File: config.mk
export PLATFORM = sky130hd
export DESIGN_NAME = mem_access_unit_flat
export DESIGN_NICKNAME = d
export VERILOG_FILES = /design/src/rtl/mem_access_unit_if.sv /design/src/rtl/mem_access_unit.sv /design/src/flat_wrapper.sv
export SDC_FILE = /design/constraint.sdc
export NUM_CORES = 1
export LEC_CHECK = 0
export CORE_ASPECT_RATIO = 0.5
export CORE_MARGIN = 1
export CORE_UTILIZATION = 40
export CTS_BUF_LIST = sky130_fd_sc_hd__clkbuf_4
export CTS_CLUSTER_SIZE = 16
export DETAILED_ROUTE_END_ITERATION = 6
export DONT_BUFFER_PORTS = 1
export GPL_ROUTABILITY_DRIVEN = 0
export GPL_TIMING_DRIVEN = 0
export SYNTH_ARGS = -nofsm -noshare
export SYNTH_HDL_FRONTEND = slang
export SYNTH_SLANG_ARGS = --single-unit
File: constraint.sdc
create_clock -name clk -period 11.68 [get_ports clk]
set_input_delay 1.752 -clock clk [delete_from_list [all_inputs] [get_ports clk]]
set_output_delay 1.752 -clock clk [all_outputs]
set_load 0.01 [all_outputs]
File: src/rtl/mem_access_unit_if.sv
// Data-bus bundle between the MEM-stage initiator and the data memory.
// One request at a time with a req/ack handshake.
interface mem_access_unit_if;
   logic        dbus_req_o;
   logic        dbus_we_o;
   logic [63:0] dbus_addr_o;
   logic [63:0] dbus_wdata_o;
   logic [7:0]  dbus_be_o;
   logic        dbus_ack_i;
   logic [63:0] dbus_rdata_i;

   modport master (
      output dbus_req_o, dbus_we_o, dbus_addr_o, dbus_wdata_o, dbus_be_o,
      input  dbus_ack_i, dbus_rdata_i
   );

   modport slave (
      input  dbus_req_o, dbus_we_o, dbus_addr_o, dbus_wdata_o, dbus_be_o,
      output dbus_ack_i, dbus_rdata_i
   );
endinterface

File: src/rtl/mem_access_unit.sv
// MEM-stage data-memory initiator: one bus transaction at a time, load
// alignment/extension, and pipeline stall while a transaction is in flight.
module mem_access_unit (
   input  logic                    clk,
   input  logic                    rst_n,
   input  logic [63:0]             result_i,
   input  logic [4:0]              reg_write_addr_i,
   input  logic                    reg_write_enable_i,
   input  logic                    mem_valid_i,
   input  logic                    mem_rw_i,
   input  logic                    mem_load_signed_i,
   input  logic [63:0]             mem_data_i,
   input  logic [7:0]              mem_data_byte_valid_i,
   mem_access_unit_if.master       dbus,
   output logic [63:0]             wb_data_o,
   output logic [4:0]              wb_addr_o,
   output logic                    wb_we_o,
   output logic                    stall_req_o,
   output logic                    misalign_o
);

   typedef enum logic [1:0] {IDLE, BUSY, RESP} state_t;

   state_t      state_q, state_d;
   logic        req_q, we_q;
   logic [7:0]  be_q;
   logic [63:0] addr_q, wdata_q, rbuf_q;
   logic        legal;
   logic [63:0] shifted, load_val;

   // Mask must be a naturally aligned 1/2/4/8-byte group starting at the address offset.
   function automatic logic mask_legal(input logic [7:0] m, input logic [2:0] off);
      logic       shape;
      logic [2:0] lo;
      case (m)
         8'h01, 8'h02, 8'h04, 8'h08, 8'h10, 8'h20, 8'h40, 8'h80,
         8'h03, 8'h0C, 8'h30, 8'hC0, 8'h0F, 8'hF0, 8'hFF: shape = 1'b1;
         default:                                          shape = 1'b0;
      endcase
      lo = 3'd0;
      for (int i = 7; i >= 0; i--)
         if (m[i]) lo = i[2:0];
      return shape && (lo == off);
   endfunction

   assign legal   = mask_legal(mem_data_byte_valid_i, result_i[2:0]);
   assign shifted = rbuf_q >> {result_i[2:0], 3'b000};

   always_comb begin
      load_val = shifted;
      case ($countones(be_q))
         1:       load_val = {{56{mem_load_signed_i & shifted[7]}},  shifted[7:0]};
         2:       load_val = {{48{mem_load_signed_i & shifted[15]}}, shifted[15:0]};
         4:       load_val = {{32{mem_load_signed_i & shifted[31]}}, shifted[31:0]};
         default: load_val = shifted;
      endcase
   end

   always_comb begin
      state_d     = state_q;
      stall_req_o = 1'b0;
      misalign_o  = 1'b0;
      wb_we_o     = reg_write_enable_i;
      wb_data_o   = result_i;
      case (state_q)
         IDLE: if (mem_valid_i) begin
            wb_we_o = 1'b0;
            if (legal) begin
               stall_req_o = 1'b1;
               state_d     = BUSY;
            end else begin
               misalign_o = 1'b1;
            end
         end
         BUSY: begin
            stall_req_o = 1'b1;
            wb_we_o     = 1'b0;
            if (dbus.dbus_ack_i) state_d = RESP;
         end
         RESP: begin
            state_d = IDLE;
            wb_we_o = reg_write_enable_i & ~we_q;
            if (!we_q) wb_data_o = load_val;
         end
         default: state_d = IDLE;
      endcase
   end

   always_ff @(posedge clk or negedge rst_n) begin
      if (!rst_n) begin
         state_q <= IDLE;
         req_q   <= 1'b0;
         we_q    <= 1'b0;
         be_q    <= 8'h00;
         addr_q  <= 64'h0;
         wdata_q <= 64'h0;
         rbuf_q  <= 64'h0;
      end else begin
         state_q <= state_d;
         if (state_q == IDLE && mem_valid_i && legal) begin
            req_q   <= 1'b1;
            we_q    <= mem_rw_i;
            be_q    <= mem_data_byte_valid_i;
            wdata_q <= mem_data_i;
            addr_q  <= {result_i[63:3], 3'b000};
         end
         if (state_q == BUSY && dbus.dbus_ack_i) begin
            req_q  <= 1'b0;
            rbuf_q <= dbus.dbus_rdata_i;
         end
      end
   end

   assign dbus.dbus_req_o   = req_q;
   assign dbus.dbus_we_o    = we_q;
   assign dbus.dbus_be_o    = be_q;
   assign dbus.dbus_addr_o  = addr_q;
   assign dbus.dbus_wdata_o = wdata_q;
   assign wb_addr_o         = reg_write_addr_i;

endmodule
File: src/flat_wrapper.sv
// flat-port wrapper written by rule: the top's interface ports become plain ports
module mem_access_unit_flat 
  (clk, rst_n, result_i, reg_write_addr_i, reg_write_enable_i, mem_valid_i, mem_rw_i, mem_load_signed_i, mem_data_i, mem_data_byte_valid_i, wb_data_o, wb_addr_o, wb_we_o, stall_req_o, misalign_o, dbus_dbus_req_o, dbus_dbus_we_o, dbus_dbus_addr_o, dbus_dbus_wdata_o, dbus_dbus_be_o, dbus_dbus_ack_i, dbus_dbus_rdata_i);
  mem_access_unit_if dbus_i ();
  input  logic clk;
  input  logic rst_n;
  input  logic [63:0] result_i;
  input  logic [4:0] reg_write_addr_i;
  input  logic reg_write_enable_i;
  input  logic mem_valid_i;
  input  logic mem_rw_i;
  input  logic mem_load_signed_i;
  input  logic [63:0] mem_data_i;
  input  logic [7:0] mem_data_byte_valid_i;
  output logic [63:0] wb_data_o;
  output logic [4:0] wb_addr_o;
  output logic wb_we_o;
  output logic stall_req_o;
  output logic misalign_o;
  output wire logic [$bits(dbus_i.dbus_req_o)-1:0] dbus_dbus_req_o;
  output wire logic [$bits(dbus_i.dbus_we_o)-1:0] dbus_dbus_we_o;
  output wire logic [$bits(dbus_i.dbus_addr_o)-1:0] dbus_dbus_addr_o;
  output wire logic [$bits(dbus_i.dbus_wdata_o)-1:0] dbus_dbus_wdata_o;
  output wire logic [$bits(dbus_i.dbus_be_o)-1:0] dbus_dbus_be_o;
  input wire logic [$bits(dbus_i.dbus_ack_i)-1:0] dbus_dbus_ack_i;
  input wire logic [$bits(dbus_i.dbus_rdata_i)-1:0] dbus_dbus_rdata_i;
  assign dbus_dbus_req_o = dbus_i.dbus_req_o;
  assign dbus_dbus_we_o = dbus_i.dbus_we_o;
  assign dbus_dbus_addr_o = dbus_i.dbus_addr_o;
  assign dbus_dbus_wdata_o = dbus_i.dbus_wdata_o;
  assign dbus_dbus_be_o = dbus_i.dbus_be_o;
  assign dbus_i.dbus_ack_i = dbus_dbus_ack_i;
  assign dbus_i.dbus_rdata_i = dbus_dbus_rdata_i;
  mem_access_unit u_core (.clk(clk), .rst_n(rst_n), .result_i(result_i), .reg_write_addr_i(reg_write_addr_i), .reg_write_enable_i(reg_write_enable_i), .mem_valid_i(mem_valid_i), .mem_rw_i(mem_rw_i), .mem_load_signed_i(mem_load_signed_i), .mem_data_i(mem_data_i), .mem_data_byte_valid_i(mem_data_byte_valid_i), .dbus(dbus_i), .wb_data_o(wb_data_o), .wb_addr_o(wb_addr_o), .wb_we_o(wb_we_o), .stall_req_o(stall_req_o), .misalign_o(misalign_o));
endmodule
==> impl_metrics.tcl <==
set metrics [dict create \
    maxCapViolCount 0 \
    core-area_mm2 0.0270 \
    path_class "flop to output pin" \
    route.antenna.remaining_nets 0 \
    hpwlAfterDp_mm 29.3 \
    max-vdd-ir-drop_mv 0.0639 \
    fin_util_pct 45.8 \
    syn_area_mm2 0.0112 \
    firstDrtPassIters 7 \
    cp_max_fo 10 \
    yosysTopAreaCell "dfrtp_1" \
    ios 422 \
    ys_ff_latch 201 \
    drc_errors 0 \
    synth_flop_cell "dfrtp_1" \
    crit_chain "ha_1 > fa_1 > inv_1 > fa_1 > inv_1 > ha_1 > inv_1 > fa_1 > and4b_1 > buf_2 > nand2_1 > nand4b_1 > nand2_2 > buf_2 > a21oi_1 > o21ai_0" \
    power.total_uw 1850 \
    setup_viol 0 \
    cts_tree "yes" \
    drtIter0Drc 643 \
    crit_family "adder cells" \
    clock.fmax_mhz 141 \
    end_kind "output pin" \
    yosys_warnings 0 \
    start_kind "flop" \
    syn2layout_area_growth_pct 10.3 \
    grt_overflow_total 0 \
    fin_nets 1319 \
    root_buffer "clkbuf_4" \
    cp_slowest_cell "fa_1" \
    cts_sinks 201 \
    holdWs_ns 0.500 \
    vias 8549 \
    grt_max_degree 202 \
    grt_use_met3_pct 7.12 \
    use_met1_pct 35.4 \
    die_w_um 239 \
    cts_hold_buf 0 \
    hp-class "flop to flop" \
    fin_skew_ns 0.0443 \
    start_util_pct 41.5 \
    cts_buffer_depth 3 \
    tightest_slew_ns 1.20 \
    drive_gt1_share_pct 23.4 \
    die_h_um 120 \
    fillCellCount 2527 \
    synth_top_area_share_pct 44.9 \
    synthTopCellsByArea "dfrtp_1, mux2_4, nand2_1" \
    met2_usage_pct 37.9 \
    worst-path-buf-inv 5 \
    fin_crit_ns 7.09 \
    yosysSeqAreaShare_pct 44.9 \
    clk_latency_ns 0.71 \
    slew_violations 0 \
    grt_pass1_vias 8466 \
    post_cts_resized 0 \
    synth-edff-count 0 \
    cts_setup_buffers 0 \
    arrival_ns 5.34 \
    clkTransAtPathRegs_ns 0.07 \
    worstPathRequired_ns 9.93 \
    wl_per_cell_um 24.8 \
    die_area_mm2 0.0287 \
    p_leak_uw 0.00601 \
    fin_setup_tns_ns 0 \
    slew_headroom_pct 18.9 \
    grt_pass1_wl_mm 54.5 \
    rows 42 \
    ys_types 57 \
    busiest_layer "met2" \
    numCtsBuffers 48 \
    p_per_area_mw_per_mm2 150 \
    max_stage_delay_ns 0.61 \
    routed_wl_mm 37.3 \
    period_share_pct 60.7 \
    htreeDepth 2 \
    status "complete, no violations" \
    rsz0062_at_grt "no" \
    postPlaceCellArea_mm2 0.0117 \
    final_area_mm2 0.0123 \
    synthArstFlopShare_pct 100 \
    viasPerCell 5.67 \
    netlist_instances 1045 \
    track_usage_pct 25.4 \
    synth_area_per_cell_um2 10.7 \
    hold_viol_final 0 \
    portBuffers 0 \
    antenna_found_initial 1 \
]
## metal layers
| layer | up-vias | routed length [um] | share of wire, % |
|---|---|---|---|
| li1 | 3745 | - | - |
| met1 | 4283 | 16100 | 43 |
| met2 | 449 | 16800 | 45 |
| met3 | 72 | 3530 | 9.5 |
| met4 | 0 | 900 | 2.4 |
| met5 | - | 0 | 0 |
## path summary, 6_finish.rpt
path | start | slack [ns] | cells after the start | end
worst min-delay path | u_core.rbuf_q[7]$_DFFE_PN0P_ | 0.50 | 2 | u_core.rbuf_q[7]$_DFFE_PN0P_
worst max register to register | u_core.state_q[1]$_DFFE_PN0P_ | 9.47 | 7 | u_core.rbuf_q[36]$_DFFE_PN0P_
worst min register to register | u_core.rbuf_q[7]$_DFFE_PN0P_ | 0.50 | 2 | u_core.rbuf_q[7]$_DFFE_PN0P_
max in group asynchronous | rst_n | 10.50 | 0 | u_core.dbus.dbus_wdata_o[59]$_DFFE_PN0P_
min in group asynchronous | rst_n | 0.75 | 0 | u_core.rbuf_q[14]$_DFFE_PN0P_
worst max-delay path | u_core.dbus.dbus_be_o[6]$_DFFE_PN0P_ | 4.59 | 16 | wb_data_o[27]
## synthesized netlist by cell type, drive strengths merged, types with 4 or more instances
cell    number
a211oi       5
a21oi       96
a22oi        4
a31oi        4
buf         52
clkbuf      30
dfrtp      201
fa           4
ha           6
inv         18
mux2       152
mux2i       40
mux4        16
nand2      228
nand2b       8
nand3       13
nor2        58
nor2b        9
nor3         5
o211ai       7
o21a        10
o21ai       46
o22ai        5
o31ai        4
## metrics by stage
stage / worst slack, ns / std cells
2_1_floorplan: 5.97 / 1047
5_1_grt: 4.25 / 1507
6_report: 4.59 / 1507
3_3_place_gp: 5.37 / 1421
3_5_place_dp: 5.33 / 1421
4_1_cts: 4.54 / 1506
## cell usage in the layout (no fill, tap or decap), types with 5 or more instances in the layout
cell type / count
a211oi_1: 5
a21oi_1: 96
buf_1: 10
buf_12: 11
buf_2: 14
buf_4: 9
buf_6: 8
clkbuf_1: 29
clkbuf_4: 65
clkinv_1: 12
dfrtp_1: 201
ha_1: 6
inv_1: 17
mux2_1: 28
mux2_2: 24
mux2_4: 100
mux2i_1: 40
mux4_2: 16
nand2_1: 227
nand2b_1: 8
nand3_1: 13
nor2_1: 56
nor2b_1: 9
nor3_1: 5
o211ai_1: 7
o21a_1: 10
o21ai_0: 46
o22ai_1: 5
## tightest hold or removal path: cells and delay by family, from the launching register on
kind             cells  cell delay (ns)
flip-flops           1             0.35
AND/OR/NAND/NOR      2             0.12
## flip-flops by register name (all words and copies together), names as in the netlist
| name | cells |
|---|---|
| u_core.dbus.dbus_wdata_o | 64 |
| u_core.rbuf_q | 64 |
| u_core.dbus.dbus_addr_o | 61 |
| u_core.dbus.dbus_be_o | 8 |
| u_core.state_q | 2 |
| u_core.dbus.dbus_req_o | 1 |
| u_core.dbus.dbus_we_o | 1 |
## logic make-up after synthesis
logic type | count (synthesis) | share of synthesized area [%]
simple gates | 332 | 12.3
buf+inv | 100 | 5.96
compound gates | 190 | 9.77
mux | 208 | 25.4
flops | 201 | 44.9
other cells | 1 | 0.0335
fa+ha+maj | 10 | 1.39
xor+xnor | 3 | 0.235
## final cells by class
| type | count | area, um^2 | share of cell area, % |
|---|---|---|---|
| multi-input cells | 746 | 5510 | 44.6 |
| flip-flops and latches | 201 | 5030 | 40.7 |
| plain buffers | 82 | 599 | 4.85 |
| clock buffers | 65 | 488 | 3.95 |
| well taps | 374 | 468 | 3.79 |
| clock inverters | 20 | 185 | 1.50 |
| inverters | 18 | 67.6 | 0.547 |
| diodes | 1 | 2.50 | 0.0203 |
## power breakdown
| group | switching [uW] | internal, uW | leakage, uW |
|---|---|---|---|
| Sequential | 105 | 768 | 0.00275 |
| Clock | 301 | 348 | 0.000390 |
| Combinational | 181 | 147 | 0.00287 |
| Total | 587 | 1260 | 0.00601 |
(Power assumes the default switching activity.)
